## config.mk

```make
export PLATFORM = sky130hd
export DESIGN_NAME = pam4_lock_packer
export DESIGN_NICKNAME = d
export VERILOG_FILES = /design/src/rtl/pam4_lock_packer.sv
export SDC_FILE = /design/constraint.sdc
export NUM_CORES = 1
export LEC_CHECK = 0
export BUFFER_PORTS_ARGS = -buffer_cell sky130_fd_sc_hd__clkbuf_2
export CORE_ASPECT_RATIO = 0.6
export CORE_MARGIN = 2
export CORE_UTILIZATION = 50
export DETAILED_ROUTE_END_ITERATION = 10
export GPL_ROUTABILITY_DRIVEN = 0
export HOLD_SLACK_MARGIN = 0.06
export PLACE_DENSITY = 0.7
export SLEW_MARGIN = 20
export SYNTH_ARGS = -nofsm -noshare
export SYNTH_HDL_FRONTEND = slang
export SYNTH_SLANG_ARGS = --single-unit
```

## constraint.sdc

```tcl
create_clock -name clk -period 4.8 [get_ports clk]
set_input_delay 0 -clock clk [delete_from_list [all_inputs] [get_ports clk]]
set_output_delay 0 -clock clk [all_outputs]
set_load 0.005 [all_outputs]
```

## src/rtl/pam4_lock_packer.sv

```systemverilog
// PAM4 CDR lock judge and Gray-coded symbol packer: 4 symbols per byte, emitted only while locked.
// Optional PRBS7 byte checker is built when PAM4_PRBS_CHK_EN is defined.
module pam4_lock_packer #(
    parameter int PHI_TOL    = 64,
    parameter int LOCK_CNT   = 16,
    parameter int UNLOCK_CNT = 4
) (
    input  logic        clk,
    input  logic        rst_n,
    input  logic        sample_en,
    input  logic [3:0]  sym,
    input  logic [15:0] phi,
    output logic [7:0]  byte_out,
    output logic        byte_valid,
    output logic        locked,
    output logic [1:0]  state,
    output logic [7:0]  sym_err_cnt,
    output logic [7:0]  prbs_err_cnt
);

    localparam int RUN_W  = $clog2(LOCK_CNT + 1);
    localparam int MISS_W = $clog2(UNLOCK_CNT + 1);

    typedef enum logic [1:0] {
        SEARCH = 2'b00,
        VERIFY = 2'b01,
        LOCKED = 2'b10
    } state_t;

    state_t              st;
    logic [RUN_W-1:0]    run;
    logic [MISS_W-1:0]   miss;
    logic [1:0]          slot;
    logic [5:0]          sh;
    logic [15:0]         phi_prev;
    logic                phi_prev_valid;

    logic                legal;
    logic [1:0]          code;
    logic [16:0]         d;
    logic [16:0]         d_abs;
    logic                good;
    logic                lock_enter;
    logic                lock_lose;
    logic                emit;
    logic [7:0]          packed_byte;

    always_comb begin
        legal = 1'b1;
        code  = 2'b00;
        case (sym)
            4'hD:    code = 2'b00;
            4'hF:    code = 2'b01;
            4'h1:    code = 2'b11;
            4'h3:    code = 2'b10;
            default: legal = 1'b0;
        endcase
    end

    // Sign-extend to 17 bits so the difference of any two 16-bit phases cannot overflow.
    assign d     = {phi[15], phi} - {phi_prev[15], phi_prev};
    assign d_abs = d[16] ? (~d + 17'd1) : d;
    assign good  = legal && phi_prev_valid && (d_abs <= 17'(PHI_TOL));

    assign lock_enter  = sample_en && (st == VERIFY) && good && (run == RUN_W'(LOCK_CNT - 1));
    assign lock_lose   = sample_en && (st == LOCKED) && !good && (miss == MISS_W'(UNLOCK_CNT - 1));
    assign emit        = sample_en && (st == LOCKED) && !lock_lose && (slot == 2'd3);
    assign packed_byte = {sh, code};
    assign state       = st;

    always_ff @(posedge clk) begin
        if (!rst_n) begin
            st             <= SEARCH;
            run            <= '0;
            miss           <= '0;
            slot           <= 2'd0;
            sh             <= 6'd0;
            phi_prev       <= 16'd0;
            phi_prev_valid <= 1'b0;
            byte_out       <= 8'd0;
            byte_valid     <= 1'b0;
            locked         <= 1'b0;
            sym_err_cnt    <= 8'd0;
        end else begin
            byte_valid <= emit;
            if (emit)
                byte_out <= packed_byte;
            if (sample_en) begin
                phi_prev       <= phi;
                phi_prev_valid <= 1'b1;
                if (!legal && sym_err_cnt != 8'hFF)
                    sym_err_cnt <= sym_err_cnt + 8'd1;
                unique case (st)
                    SEARCH: begin
                        if (good) begin
                            st  <= VERIFY;
                            run <= RUN_W'(1);
                        end
                    end
                    VERIFY: begin
                        if (lock_enter) begin
                            st     <= LOCKED;
                            locked <= 1'b1;
                            run    <= '0;
                            miss   <= '0;
                            slot   <= 2'd0;
                        end else if (good) begin
                            run <= run + 1'b1;
                        end else begin
                            st  <= SEARCH;
                            run <= '0;
                        end
                    end
                    LOCKED: begin
                        if (lock_lose) begin
                            st     <= SEARCH;
                            locked <= 1'b0;
                            miss   <= '0;
                            slot   <= 2'd0;
                        end else begin
                            miss <= good ? '0 : miss + 1'b1;
                            slot <= slot + 1'b1;
                            sh   <= {sh[3:0], code};
                        end
                    end
                    default: begin
                        st     <= SEARCH;
                        locked <= 1'b0;
                    end
                endcase
            end
        end
    end

`ifdef PAM4_PRBS_CHK_EN
    // hist[0] is the newest received bit, hist[6] the one seven bits back.
    logic [6:0] hist;
    logic [6:0] hist_nxt;
    logic [2:0] seed;
    logic [2:0] seed_nxt;
    logic [3:0] mism;
    logic [8:0] perr_sum;

    always_comb begin
        hist_nxt = hist;
        seed_nxt = seed;
        mism     = 4'd0;
        for (int i = 7; i >= 0; i--) begin
            if (seed_nxt == 3'd7)
                mism = mism + {3'b000, hist_nxt[6] ^ hist_nxt[5] ^ packed_byte[i]};
            else
                seed_nxt = seed_nxt + 3'd1;
            hist_nxt = {hist_nxt[5:0], packed_byte[i]};
        end
    end

    assign perr_sum = {1'b0, prbs_err_cnt} + {5'd0, mism};

    always_ff @(posedge clk) begin
        if (!rst_n) begin
            hist         <= 7'd0;
            seed         <= 3'd0;
            prbs_err_cnt <= 8'd0;
        end else if (lock_enter) begin
            seed <= 3'd0;
        end else if (emit) begin
            hist         <= hist_nxt;
            seed         <= seed_nxt;
            prbs_err_cnt <= perr_sum[8] ? 8'hFF : perr_sum[7:0];
        end
    end
`else
    assign prbs_err_cnt = 8'h00;
`endif

endmodule

```

; Word level (Yosys, flattened, before mapping)
; Cells that the tools add are included.
[classes]
add_sub_neg = 6
mul = 0
n_div = 0
n_lt_le_gt_ge = 1
eq_ne = 14
n_shift = 0
n_mux = 22
n_bitwise = 3
n_reduce_logical = 24
[ops]
columns = op, count
row1 = 17-bit by 1-bit adder with 17-bit output (second input constant), 1
row2 = 17-bit by 7-bit less-or-equal comparator with 1-bit output (second input constant), 1
row3 = 17-bit two-way mux, 1
row4 = 17-bit inverter, 1
row5 = 16-bit by 16-bit subtractor with 17-bit output, 1
row6 = 5-bit two-way mux, 3
row7 = 2-bit two-way mux, 6
row8 = 2-bit case mux with 3 select lines, 2
row9 = 1-bit logical AND, 11
row10 = 5-bit case mux with 2 select lines, 1
row11 = 3-bit two-way mux, 3
row12 = 3-bit AND reduction, 3
row13 = 8-bit by 1-bit adder with 8-bit output (second input constant), 1
row14 = 4-bit equality test (second input constant), 2
row15 = 8-bit inequality test (second input constant), 1
row16 = 4-bit AND reduction, 2
row17 = 2-bit inequality test (second input constant), 3
row18 = 3-bit case mux with 2 select lines, 1
row19 = 5-bit by 1-bit adder with 5-bit output (second input constant), 1
row20 = 5-bit by 4-bit equality test with 1-bit output (second input constant), 1
row21 = 2-bit equality test (second input constant), 2
row22 = 4-bit by 1-bit equality test with 1-bit output (second input constant), 1
row23 = 4-bit by 2-bit equality test with 1-bit output (second input constant), 1
row24 = 2-bit case mux with 2 select lines, 1
row25 = other kinds (13), 19
[totals]
register_bits = 53
latch_bits = 0
mem_bits_rw = 0
romBits = 0
in_bits = 23
out_inout_bits = 28
word_cells = 81
memories = 0

; Logic depth before layout (Yosys ltp)
[logic_depth]
ltp_word = 12
depth_mapped = 16
mapped_depth_nobuf = 14

; Least setup slack after synthesis
; No wires, ideal clock.
[synth_path]
path_kind = register -> register
from = register phi_prev[0]
to = register locked
setup_ns = 0.117
arrival_ns = 3.776
required_ns = 4.683
setup_slack_ns = 0.907
path_stages_with_launch = 14
n_path_buf = 0
period_less_slack_ns = 3.893
path_cell_list = dfxtp_1 -> ha_1 -> fa_1 -> nand2b_1 -> a21oi_4 -> o211a_1 -> a211oi_1 -> or4_4 -> a2111oi_0 -> or4bb_1 -> o211ai_4 -> nand2_1 -> or3_1 -> a32o_1
[synth_between]
elab_chain_len = 11
elab_cells_between_ends = 14
cone_classes = add/sub (2) / order compare (1) / eq/ne (2) / mux (1) / bitwise (1) / reduce/logical (7)
[synth_rtl]
columns = element, line_no
row1 = "start, declared", 35  ; logic [15:0] phi_prev;
row2 = "start signal, assigned", 89  ; phi_prev <= phi;
row3 = 16-bit by 16-bit subtractor with 17-bit output (*), 61  ; assign d = {phi[15], phi} - {phi_prev[15], phi_prev};
row4 = 17-bit inverter, 62  ; assign d_abs = d[16] ? (~d + 17'd1) : d;
row5 = 17-bit by 1-bit adder with 17-bit output, 62
row6 = 17-bit two-way mux (*), 62
row7 = 17-bit by 7-bit less-or-equal comparator with 1-bit output (*), 63  ; assign good = legal && phi_prev_valid && (d_abs <= 17'(PHI_TOL));
row8 = 1-bit logical AND (*), 63
row9 = 1-bit zero test, 66  ; assign lock_lose = sample_en && (st == LOCKED) && !good && (miss == MISS_W'(UNLOCK_CNT - 1));
row10 = 1-bit logical AND (2 in a row), 66
row11 = 2-bit inequality test (no line), -
row12 = 4-bit AND reduction (no line) (*), -
row13 = "end signal, assigned", 82  ; locked <= 1'b0;
row14 = "end signal, assigned", 103  ; locked <= 1'b1;
row15 = "end signal, assigned", 117  ; locked <= 1'b0;
row16 = "end, declared", 15  ; output logic locked,
; Mark *: on every way between the ends. The rest lies on a longest branch, timed or not.
; A chain may end at the register's enable or synchronous reset.

; Worst setup path after layout
[layout_path]
from = input port phi[0]
to = register byte_out[5]
[layout_between]
elab_chain_len = 12
[layout_rtl]
columns = element, line_no
row1 = "start, declared", 12  ; input logic [15:0] phi,
row2 = 16-bit by 16-bit subtractor with 17-bit output (*), 61
row3 = 17-bit inverter, 62
row4 = 17-bit by 1-bit adder with 17-bit output, 62
row5 = 17-bit two-way mux (*), 62
row6 = 17-bit by 7-bit less-or-equal comparator with 1-bit output (*), 63
row7 = 1-bit logical AND (*), 63
row8 = 1-bit zero test (*), 66
row9 = 1-bit logical AND (*) (2 in a row), 66
row10 = 1-bit zero test (*), 67  ; assign emit = sample_en && (st == LOCKED) && !lock_lose && (slot == 2'd3);
row11 = 1-bit logical AND (*) (2 in a row), 67
row12 = "end signal, assigned", 87  ; byte_out <= packed_byte;
row13 = "end, declared", 13  ; output logic [7:0] byte_out,
; Marks and branches as above.

==> reports/results.txt <==
first-pass GRT wire length -> 14.9 mm
Post-Syn Area -> 0.00399 mm^2
nets -> 556
grt total ovfl -> 0
Rows -> 25
Most used DFF post-synth -> dfxtp_1
share of the synthesized area in the top cell type -> 0.266
via count of the first global-routing pass -> 3148
Avg WL per Cell -> 14.7 um
worst-path fanout max -> 9
DR iter-0 viols -> 307
Worst R2R Start -> phi_prev[0]
Final Hold Viols -> 0
die area -> 0.00873 mm^2
# fillers -> 693
CTS tree -> done
PwrDens -> 262 mW/mm^2
hpwl dp -> 6.82 mm
H-tree Lvls -> 2
crit path capture type -> register
CP arrival -> 4.57 ns
hold path depth -> 4
critical path type -> in2reg
Critical Path Start Type -> input port
required time worst endpoint -> 5.03 ns
top cells by area, synth -> dfxtp_1 27%, mux2i_1 9.0%, ha_1 6.9%
fmax -> 231 MHz
layout cells sized above 1 -> 0.137
Async SR Flop Fraction -> 0
# hold bufs at CTS -> 17
post-synthesis register bit count -> 53
Slew Viols, Final -> 0
Boundary Pins -> 51
Worst-path clk slew -> 0.08 ns
vias per cell -> 5.70
die height -> 73.2 um
slew of the pin with the lowest slew margin -> 0.969 ns
Hold Path Sink -> byte_out[1]
Switching Fraction -> 0.334
Comb power frac -> 0.283
final wirelength -> 9.10 mm
initial antenna violation count -> 0
Clk network pwr share -> 0.331
Area Growth Syn to Fin -> 13.0%
Leak Pwr -> 0.00182 uW
initial core utilization -> 0.510
drt pass-1 iters -> 5
Resize count post-CTS -> 0
status -> finished clean
number of distinct library cells after synthesis -> 76
hold_ws -> 0.0721 ns
Max Cap Viol -> 0
sequential fraction of the synthesis area -> 0.266
Sequential Power Share -> 0.387
Ant. Diodes -> 0
Syn Inst Count -> 467
Clock Tree Root -> clkbuf_16
Max VDD drop -> 0.217 mV
Routed Antenna Nets -> 0
sum of negative setup slack -> 0 ns
worst r2r path cells -> 14
Horiz. Die Dim -> 119 um
Synth warnings -> 0
setup bufs post-CTS -> 0
mean area per synthesized cell -> 8.54 um^2
largest net degree at the start of global routing -> 57
CTS Buf Count -> 5
fin crit share -> 0.904
final setup violation count -> 0
routed vias -> 3529
reg2reg end -> byte_out[5]
Clock Sinks -> 53
relative slew slack -> 0.354
drc violations -> 0
IO Port Bufs -> 42
hold path startpoint -> sym[2]
RSZ-0062 raised after global routing -> false
post-layout min period -> 4.34 ns
Post-synth EDFFs -> 0
GRT Overall Usage -> 0.210
buffer depth of the longest clock path -> 2
r2r setup slk -> 0.52 ns
utilization after layout -> 0.577
Net Sw Power -> 394 uW
Hold Crit Class -> in2reg
internal power -> 786 uW
Synth area leader -> dfxtp_1
core box area -> 0.00782 mm^2
Worst Clk Skew -> 0.00774 ns
CP startpoint -> phi[0]
clk_lat worst skew -> 0.30 ns
-- metal layers --
metal / GRT usage / wire length, um
met2: 0.319 / 3800
met3: 0.0500 / 500
met5: 0 / 0
met1: 0.310 / 4750
met4: 0.0261 / 46
-- logic make-up after synthesis --
family,count (synthesis),synth area share
adder cells (fa/ha/maj),23,0.0740
AND/OR/NAND/NOR,169,0.238
flip-flops,53,0.266
XOR/XNOR,14,0.0307
other,1,0.000940
multiplexers,36,0.0903
AO/OA/AOI/OAI,111,0.227
buffers and inverters,60,0.0731
-- worst max-delay path, stage by stage --
cell	delay, ns
dlygate4sd3_1	0.52
clkbuf_2	0.11
inv_1	0.04
ha_1	0.22
fa_1	0.42
nand2b_1	0.22
a21oi_4	0.26
o211a_1	0.21
a211oi_1	0.09
or4_4	0.59
a2111oi_0	0.37
or4bb_1	0.57
o211ai_4	0.14
a31oi_4	0.16
nor3b_2	0.20
buf_4	0.22
mux2i_1	0.21
-- sequential cells by signal, indices dropped and copies added (netlist names) --
| signal | flops |
|---|---|
| byte_out | 8 |
| run | 5 |
| sym_err_cnt | 8 |
| slot | 2 |
| byte_valid | 1 |
| locked | 1 |
| miss | 3 |
| phi_prev_valid | 1 |
| sh | 6 |
| phi_prev | 16 |
| state | 2 |
-- cells in the final DEF (no fill, tap or decap), types with 4 or more instances in the layout --
master and count:
a2111oi_0 4, dlygate4sd3_1 17, nand3_1 17, xor2_1 7, nand2_1 43, or3_1 10, a21oi_1 10, a21boi_0 6
ha_1 22, o21ai_0 15, nand4_1 5, and2_1 12, clkbuf_16 5, nor3b_1 4, nor3_1 8, inv_1 29
dfxtp_1 53, mux2i_1 36, o211ai_1 5, conb_1 8, o21ai_1 6, nor2_1 12, clkbuf_2 42, nand2b_1 7
and3_1 7, a21o_1 11, xnor2_1 7, o211a_1 4, nor2b_1 24
-- worst max path at each step --
stage,endpoint,slack (ns),cells after the start
after detailed placement,byte_out[5],0.55,14
after CTS,byte_out[5],0.46,17
after global routing,slot[0],0.19,16
after global placement,slot[0],0.71,13
after floorplan,locked,0.91,13
final,byte_out[5],0.46,17
-- layout make-up --
| type | instances | area [um^2] | area share |
|---|---|---|---|
| Clock buffer | 5 | 125 | 0.0277 |
| Clock inverter | 3 | 28.8 | 0.00638 |
| Tap cell | 108 | 135 | 0.0300 |
| Timing Repair Buffer | 60 | 388 | 0.0860 |
| Multi-Input combinational cell | 361 | 2660 | 0.590 |
| Inverter | 29 | 109 | 0.0241 |
| Sequential cell | 53 | 1060 | 0.235 |
-- stage by stage --
step | setup slack, ns | total power (uW) | std cells | cell area (um^2)
3_5_place_dp | 0.549 | 784 | 594 | 4190
4_1_cts | 0.461 | 1180 | 619 | 4510
3_3_place_gp | 0.709 | 777 | 594 | 4190
6_report | 0.462 | 1180 | 619 | 4510
2_1_floorplan | 0.907 | 724 | 474 | 4020
5_1_grt | 0.192 | 1240 | 619 | 4510
-- synthesized netlist by cell type, types with 6 or more instances --
master and n:
mux2i_1 36, o21ai_0 15, and3_1 7, nand2b_1 7
nand3_1 17, a21oi_1 10, xor2_1 7, dfxtp_1 53
or3_1 10, a21boi_0 6, and2_1 12, inv_1 29
nor2b_1 24, buf_4 8, nand2_1 43, ha_1 22
xnor2_1 7, a21o_1 11, nor2_1 12, nor3_1 8
o21ai_1 6, clkbuf_1 12
-- power groups by stage --
stage / Clock, uW / Sequential [uW] / Combinational [uW]
after floorplan: 0 / 465 / 259
after global placement: 0 / 466 / 311
after detailed placement: 0 / 467 / 317
after CTS: 400 / 456 / 329
after global routing: 417 / 458 / 367
final: 390 / 456 / 334
Note: power is estimated with default switching activity, not from simulation.
